[config.mk]
export PLATFORM = sky130hd
export DESIGN_NAME = fare_coin_collector
export DESIGN_NICKNAME = d
export VERILOG_FILES = /design/src/rtl/tvm_pkg.sv /design/src/rtl/fare_lookup.sv /design/src/rtl/fare_coin_collector.sv
export SDC_FILE = /design/constraint.sdc
export NUM_CORES = 1
export LEC_CHECK = 0
export ABC_AREA = 0
export BUFFER_PORTS_ARGS = -buffer_cell sky130_fd_sc_hd__buf_2
export CORE_MARGIN = 4
export CORE_UTILIZATION = 30
export CTS_BUF_LIST = sky130_fd_sc_hd__clkbuf_8
export DETAILED_ROUTE_END_ITERATION = 7
export PLACE_DENSITY = 0.51
export SETUP_SLACK_MARGIN = 0.05
export SLEW_MARGIN = 5
export SYNTH_ARGS = -nofsm -noshare
export SYNTH_HDL_FRONTEND = slang
export SYNTH_SLANG_ARGS = --single-unit
[constraint.sdc]
create_clock -name CLK -period 2.38 [get_ports CLK]
set_clock_uncertainty 0.15 [all_clocks]
set_input_delay 0.238 -clock CLK [delete_from_list [all_inputs] [get_ports CLK]]
set_output_delay 0.238 -clock CLK [all_outputs]
set_load 0.005 [all_outputs]
[src/rtl/tvm_pkg.sv]
// Shared types and constants for the ticket vending datapath: FSM states,
// selection/coin encodings and the coin value decode.
package tvm_pkg;

  typedef enum logic [1:0] {
    IDLE    = 2'd0,
    COLLECT = 2'd1,
    FIN     = 2'd2,
    HOLD    = 2'd3
  } state_e;

  localparam logic [1:0] DEST_D1 = 2'b01;
  localparam logic [1:0] DEST_D2 = 2'b10;

  localparam logic [1:0] QUA_ONE = 2'b00;
  localparam logic [1:0] QUA_TWO = 2'b01;

  localparam logic [1:0] COIN_1   = 2'b00;
  localparam logic [1:0] COIN_2   = 2'b01;
  localparam logic [1:0] COIN_5   = 2'b10;
  localparam logic [1:0] COIN_BAD = 2'b11;

  function automatic logic [3:0] coin_value(input logic [1:0] code);
    case (code)
      COIN_1:  return 4'd1;
      COIN_2:  return 4'd2;
      COIN_5:  return 4'd5;
      default: return 4'd0;
    endcase
  endfunction

endpackage

[src/rtl/fare_lookup.sv]
// Combinational fare table: destination/quantity code to total fare plus a
// validity flag. Also used by the change stage's destination decode.
module fare_lookup
  import tvm_pkg::*;
#(
  parameter int PRICE_D1 = 3,
  parameter int PRICE_D2 = 5
) (
  input  logic [1:0] dest,
  input  logic [1:0] qua,
  output logic [3:0] cost,
  output logic       valid
);

  localparam logic [3:0] P1 = 4'(PRICE_D1);
  localparam logic [3:0] P2 = 4'(PRICE_D2);

  logic [3:0] unit;

  // Two tickets double the unit price; legal prices keep the product in 4 bits.
  always_comb begin
    unit  = (dest == DEST_D2) ? P2 : P1;
    cost  = (qua == QUA_TWO) ? {unit[2:0], 1'b0} : unit;
    valid = ((dest == DEST_D1) || (dest == DEST_D2)) &&
            ((qua == QUA_ONE) || (qua == QUA_TWO));
  end

endmodule

[src/rtl/fare_coin_collector.sv]
// Upstream stage of the change block: latches a selection, accumulates coins
// and ends each transaction with a one-cycle FINISH (paid, cancelled or timed out).
module fare_coin_collector
  import tvm_pkg::*;
#(
  parameter int PRICE_D1       = 3,
  parameter int PRICE_D2       = 5,
  parameter int TIMEOUT_CYCLES = 1000,
  parameter int TO_W           = 10
) (
  input  logic       CLK,
  input  logic       RD_N,
  input  logic       SEL_VALID,
  input  logic [1:0] DEST,
  input  logic [1:0] QUA,
  input  logic       COIN_VALID,
  input  logic [1:0] COIN_CODE,
  input  logic       CANCEL,
  output logic [1:0] DESTINATION_OUT,
  output logic [1:0] QUA_OUT,
  output logic [3:0] COST_OUT,
  output logic [3:0] COIN_OUT,
  output logic       FINISH,
  output logic       BUSY,
  output logic       SEL_ERR,
  output logic       COIN_REJ,
  output logic       ABORTED,
  output state_e     STATE_DBG
);

  localparam logic [TO_W-1:0] TO_LAST = TO_W'(TIMEOUT_CYCLES - 1);

  // Strobes (SEL_VALID, COIN_VALID) are single-cycle valids with no ready:
  // each one is consumed or rejected in the cycle it is sampled.
  state_e          state;
  logic [TO_W-1:0] to_cnt;
  logic [3:0]      sel_cost;
  logic            sel_ok;
  logic [4:0]      coin_sum;

  fare_lookup #(
    .PRICE_D1 (PRICE_D1),
    .PRICE_D2 (PRICE_D2)
  ) u_fare_lookup (
    .dest  (DEST),
    .qua   (QUA),
    .cost  (sel_cost),
    .valid (sel_ok)
  );

  assign coin_sum  = {1'b0, COIN_OUT} + {1'b0, coin_value(COIN_CODE)};
  assign STATE_DBG = state;

  always_ff @(posedge CLK or negedge RD_N) begin
    if (!RD_N) begin
      state           <= IDLE;
      to_cnt          <= '0;
      DESTINATION_OUT <= '0;
      QUA_OUT         <= '0;
      COST_OUT        <= '0;
      COIN_OUT        <= '0;
      FINISH          <= 1'b0;
      BUSY            <= 1'b0;
      SEL_ERR         <= 1'b0;
      COIN_REJ        <= 1'b0;
      ABORTED         <= 1'b0;
    end else begin
      FINISH   <= 1'b0;
      SEL_ERR  <= 1'b0;
      COIN_REJ <= 1'b0;
      case (state)
        IDLE: begin
          if (COIN_VALID) COIN_REJ <= 1'b1;
          if (SEL_VALID) begin
            if (sel_ok) begin
              DESTINATION_OUT <= DEST;
              QUA_OUT         <= QUA;
              COST_OUT        <= sel_cost;
              COIN_OUT        <= '0;
              to_cnt          <= '0;
              BUSY            <= 1'b1;
              state           <= COLLECT;
            end else begin
              SEL_ERR <= 1'b1;
            end
          end
        end
        COLLECT: begin
          // A completed payment wins over a late cancel; any coin seen while
          // the transaction is closing is handed back.
          if (COIN_OUT >= COST_OUT) begin
            FINISH  <= 1'b1;
            ABORTED <= 1'b0;
            state   <= FIN;
            if (COIN_VALID) COIN_REJ <= 1'b1;
          end else if (CANCEL || (!COIN_VALID && (to_cnt == TO_LAST))) begin
            FINISH  <= 1'b1;
            ABORTED <= 1'b1;
            state   <= FIN;
            if (COIN_VALID) COIN_REJ <= 1'b1;
          end else if (COIN_VALID) begin
            to_cnt <= '0;
            if ((COIN_CODE != COIN_BAD) && (coin_sum <= 5'd15)) begin
              COIN_OUT <= coin_sum[3:0];
            end else begin
              COIN_REJ <= 1'b1;
            end
          end else begin
            to_cnt <= to_cnt + 1'b1;
          end
        end
        FIN: begin
          ABORTED <= 1'b0;
          state   <= HOLD;
          if (COIN_VALID) COIN_REJ <= 1'b1;
        end
        HOLD: begin
          DESTINATION_OUT <= '0;
          QUA_OUT         <= '0;
          COST_OUT        <= '0;
          COIN_OUT        <= '0;
          BUSY            <= 1'b0;
          state           <= IDLE;
          if (COIN_VALID) COIN_REJ <= 1'b1;
        end
        default: state <= IDLE;
      endcase
    end
  end

endmodule

==> results_dict.tcl, run 1 <==
set metrics [dict create \
    p_leak_uw 0.00116 \
    numPortBuffers 29 \
    drt-initial-drc-count 84 \
    clock_latency_ns 0.28 \
    synth_top_family_by_area "compound AO/OA/AOI/OAI gates" \
    grt_pass1_wl_mm 7.38 \
    end_kind "register" \
    worstPathArrival_ns 2.37 \
    hold_viol_final 0 \
    synth_top_area_cell "dfrtp_1" \
    synth-simple-area-share_pct 16.2 \
    synth_common_cells "dfrtp_1, nand2_1, ha_1" \
    path_clk_slew_ns 0.06 \
    cts_max_level 2 \
    synth.distinct_cells 46 \
    drt-wirelength-per-cell_um 14.1 \
    start_util_pct 31.3 \
    ios 30 \
    synth_mux_area_share_pct 2.27 \
    grt_max_degree 30 \
    area_growth_pct 24.0 \
    synth_warnings 0 \
    synth-main-ff-cell "dfrtp_1" \
    fin_nets 267 \
    die_area_um2 7580 \
    route.detailed.drc 0 \
    cts_tree "done" \
    drv_slew 0 \
    outcome "finished, final reports clean" \
    cap_violations 0 \
    async_flop_share_pct 100 \
    antenna_found_initial 0 \
    syn-instance-count 195 \
    synth_area_per_cell_um2 9.61 \
    worst_slack_ns 0.0735 \
    min_path_type "input port to register" \
    whs_path_depth 3 \
    final.min_clock_period_ns 2.31 \
    postRouteAntennaNets 0 \
    p_total_uw 2590 \
    synth_edf_count 0 \
    wirelength_mm 4.41 \
    grt_usage_pct 12.5 \
    drive_above_1_share_pct 26.9 \
    grt_pass1_vias 1476 \
    critical_path.max_stage_delay_ns 0.48 \
    via_per_inst 4.91 \
    r2r_slack_ns 0.07 \
    yosys-top-cells-area "dfrtp_1, ha_1, a22o_1" \
    synth-xor-area-share_pct 0.467 \
    die_h_um 87.0 \
    start_kind "register" \
    fp.dieW_um 87.0 \
    netlist_area_um2 1870 \
    required_ns 2.44 \
    vias 1537 \
    synthAdderAreaFrac_pct 12.4 \
    dp_hpwl_mm 3.28 \
    worstRegToRegCells 7 \
    pre_cts_ws_ns 0.00760 \
    irDropWorstVdd_mv 0.540 \
    fin_crit_sh_pct 96.9 \
    synth_compound_area_share_pct 24.7 \
    design.core.area_um2 5990 \
    clk_path_buf_depth 2 \
    syn_nets 224 \
    powerDensity_nw_per_um2 1120 \
    ys_ff_latch 29 \
    crit_type "register to register" \
    max-slew-margin-rel_pct 54.8 \
    core.rowCount 28 \
    cp_max_fo 6 \
    clock.fmax_mhz 434 \
    worstMarginPinSlew_ns 0.678 \
    yosysMostFrequentCell "dfrtp_1" \
    nFillCells 618 \
    yosysSeqAreaShare_pct 38.7 \
    crit_chain "inv_2 -> ha_1 -> or3b_4 -> a21bo_4 -> or4_4 -> o21ai_2 -> a22o_1" \
    utilization_pct 38.8 \
    slowest_stage "or4_4" \
    cts_made_buffers 5 \
    antennaDiodeCount 0 \
    cts_sinks 29 \
    setup_violations 0 \
    cts-root-buf "clkbuf_8" \
    rsz0062_at_grt "true" \
    gp_congestion 0.761 \
    grt_overflow_total 0 \
    dr.pass1.iters 4 \
    yosysTopAreaCellShare_pct 38.7 \
]
## layer usage
| metal | global-route usage [%] | routed length (µm) | vias up |
|---|---|---|---|
| li1 | - | - | 803 |
| met1 | 18.6 | 2330 | 697 |
| met2 | 17.7 | 1840 | 30 |
| met3 | 3.03 | 175 | 7 |
| met4 | 4.25 | 68 | 0 |
| met5 | 0 | 0 | - |
## stage by stage
stage,setup TNS (ns),std cells,area [µm²],hold slack (ns)
floorplan,0,195,1870,-0.208
global placement,0,304,2180,0.179
detailed placement,0,304,2180,0.166
CTS,0,313,2300,0.0358
global route,-0.000200,313,2320,0.0374
finish,0,313,2320,0.0446
## final cells by class
| type | instances | area (µm²) | area share [%] |
|---|---|---|---|
| clock inverter | 1 | 3.75 | 0.161 |
| clock buffer | 6 | 82.6 | 3.55 |
| inverter | 16 | 60.1 | 2.58 |
| multi-input combinational | 142 | 1090 | 46.7 |
| timing repair buffer | 44 | 273 | 11.7 |
| tap | 75 | 93.8 | 4.04 |
| sequential | 29 | 726 | 31.2 |
## worst max-delay path, delay by kind of cell (launching register included)
family	cells	cell delay, ns
AND/OR/NAND/NOR	2	0.87
AO/OA/AOI/OAI	3	0.50
flip-flops	1	0.39
adder cells (fa/ha/maj)	1	0.27
buffers and inverters	1	0.06
## cells in the final DEF (no fill, tap or decap), drive strengths merged, types with 3 or more instances in the layout
cell    count
a31oi       3
a221o       3
clkbuf      6
o21ai      12
dfrtp      29
nor2       12
ha         17
nand2      18
a21oi       4
a22o        8
o211a       4
buf        43
or3         3
o211ai      3
inv        17
a21boi      3
nand3       4
o31ai       9
nand2b      6
## kinds of logic after synthesis
logic type | Yosys count
AOI/OAI and AO/OA | 62
and+or+nand+nor | 57
adders and majority gates | 18
muxes | 4
buffers and inverters | 24
xor gates and xnor gates | 1
DFF | 29
## report_power, final
part	switching (µW)	leakage (µW)	internal, µW	total (µW)
clock	175	0.0000485	224	400
combinational	807	0.000729	674	1480
sequential	88.6	0.000384	623	712
## sequential cells by signal, indices dropped and copies added (netlist names)
name,flops
BUSY,1
SEL_ERR,1
QUA_OUT,2
FINISH,1
to_cnt,10
COIN_REJ,1
COIN_OUT,4
COST_OUT,4
STATE_DBG,2
ABORTED,1
DESTINATION_OUT,2
## final timing paths
check	startpoint	to
max	COIN_OUT[0]	to_cnt[4]
min	SEL_VALID	SEL_ERR
max reg2reg	COIN_OUT[0]	to_cnt[4]
min reg2reg	DESTINATION_OUT[1]	DESTINATION_OUT[1]
max in group asynchronous	RD_N	to_cnt[6]
min in group asynchronous	RD_N	STATE_DBG[0]
## timing repair
action,CTS,global route
gates cloned,0,0
pin swaps,5,3
endpoints found under the hold margin,29,0
buffers inserted,1,0
hold buffers,1,0
endpoints found under the setup margin,3,12
resized for setup,4,7
Note: power is estimated with default switching activity, not from simulation.
==> inputs of run 2 (changes only) <==
--- a/config.mk
+++ b/config.mk
@@ -11,6 +11,8 @@
 export CORE_UTILIZATION = 30
 export CTS_BUF_LIST = sky130_fd_sc_hd__clkbuf_8
 export DETAILED_ROUTE_END_ITERATION = 7
+export HOLD_SLACK_MARGIN = 0.05
+export MAX_ROUTING_LAYER = met4
 export PLACE_DENSITY = 0.51
 export SETUP_SLACK_MARGIN = 0.05
 export SLEW_MARGIN = 5
==> run 2 against run 1 <==
Non-clock buffer count increased by 1; sequential power is essentially flat; clock-buffer cell count is the same; cell count is 0.32% higher; largest power group unchanged; die area unchanged; first-iteration DRC count fell by 2.4%.
==> results_dict.tcl, run 2 (synthesis results as in run 1) <==
set metrics [dict create \
    numPortBuffers 29 \
    worstMarginPinSlew_ns 0.680 \
    largest_reg_flops 10 \
    fin_nets 268 \
    area_growth_pct 24.6 \
    design.core.area_um2 5990 \
    worstPathArrival_ns 2.37 \
    min_path_type "input port to register" \
    powerDensity_nw_per_um2 1110 \
    vias 1549 \
    hold_viol_final 0 \
    hold_ws_ns 0.0806 \
    path_clk_slew_ns 0.06 \
    grt_max_degree 30 \
    die_area_um2 7580 \
    grt_overflow_total 0 \
    drive_above_1_share_pct 26.8 \
    outcome "finished, final reports clean" \
    setup_violations 0 \
    cap_violations 0 \
    antenna_found_initial 0 \
    met2_usage_pct 17.7 \
    clock_latency_ns 0.28 \
    cts_tree "done" \
    grt_pass1_vias 1478 \
    cp_max_fo 6 \
    worst_slack_ns 0.0754 \
    top_regs "to_cnt x10, COIN_OUT x4, COST_OUT x4" \
    clock.fmax_mhz 434 \
    start_kind "register" \
    cts-root-buf "clkbuf_8" \
    drt-initial-drc-count 82 \
    max-slew-margin-rel_pct 54.6 \
    core.rowCount 28 \
    route.detailed.drc 0 \
    antennaDiodeCount 0 \
    final.min_clock_period_ns 2.30 \
    wirelength_mm 4.42 \
    fin_crit_sh_pct 96.8 \
    clk_path_buf_depth 2 \
    end_kind "register" \
    start_util_pct 31.3 \
    grt_usage_pct 13.0 \
    ios 30 \
    rsz0062_at_grt "true" \
    drv_slew 0 \
    cts_sinks 29 \
    grt_busiest_layer "met1" \
    crit_type "register to register" \
    dr.pass1.iters 4 \
    required_ns 2.44 \
    gp_congestion 0.771 \
    cts_max_level 2 \
    via_per_inst 4.93 \
    pre_cts_ws_ns 0.00760 \
    irDropWorstVdd_mv 0.538 \
    groute.layer.met3.usage_pct 3.31 \
    drt-wirelength-per-cell_um 14.1 \
    tns_ns 0 \
    layout_common_cells "dfrtp_1, buf_2, nand2_1, ha_1, inv_1" \
    postRouteAntennaNets 0 \
    dpl_cell_area_um2 2180 \
    grtUsageMet1_pct 18.6 \
    die_h_um 87.0 \
    cts_made_buffers 5 \
    fp.dieW_um 87.0 \
    fin_area_um2 2330 \
    grt_pass1_wl_mm 7.38 \
    dp_hpwl_mm 3.28 \
    top_register "to_cnt" \
    p_leak_uw 0.00117 \
]
-- run 2: changes by cell type in the layout (fill, tap and decap cells not counted) --
cell,change
dlygate4sd3_1,+1
-- run 2: what timing repair did --
| action | in CTS | in global routing |
|---|---|---|
| endpoints found under the setup margin | 3 | 12 |
| hold endpoints to repair | 30 | 0 |
| pin swaps | 5 | 3 |
| hold buffers | 2 | 0 |
| buffers inserted | 1 | 0 |
| cloned | 0 | 0 |
| gates resized for setup | 4 | 7 |
-- run 2: per-stage QoR --
stage	std cells	util (%)	power, µW
5_1_grt	314	39.0	2830
3_3_place_gp	304	36.5	2140
2_1_floorplan	195	-	1580
4_1_cts	314	38.5	2610
6_report	314	39.0	2590
3_5_place_dp	304	36.5	2140
-- run 2: where the power goes --
group	internal, µW	switching (µW)
sequential	623	88.4
combinational	675	802
clock	225	176
-- run 2: area by class of cell --
class                           count  area, µm²
Fill cell                         620       3660
Multi-Input combinational cell    142       1090
Sequential cell                    29        726
Timing Repair Buffer               45        283
Tap cell                           75       93.8
Clock buffer                        6       82.6
Inverter                           16       60.1
Clock inverter                      1       3.75
-- run 2: path summary, 6_finish.rpt --
check	from	end	slack (ns)	cells past startpoint
max	COIN_OUT[0]	to_cnt[4]	0.08	7
max reg2reg	COIN_OUT[0]	to_cnt[4]	0.08	7
max in group asynchronous	RD_N	to_cnt[6]	1.24	2
min in group asynchronous	RD_N	STATE_DBG[0]	0.38	2
min reg2reg	DESTINATION_OUT[1]	DESTINATION_OUT[1]	0.32	2
min	QUA[0]	QUA_OUT[0]	0.08	3
-- run 2: critical path, cell delays in order (launching register included) --
cell     delay [ns]
dfrtp_1        0.39
inv_2          0.06
ha_1           0.27
or3b_4         0.39
a21bo_4        0.25
or4_4          0.48
o21ai_2        0.12
a22o_1         0.13
-- run 2: routing by layer --
layer,routed length [µm],vias up
li1,-,804
met1,2340,711
met2,1850,27
met3,158,7
met4,68,0
met5,0,-
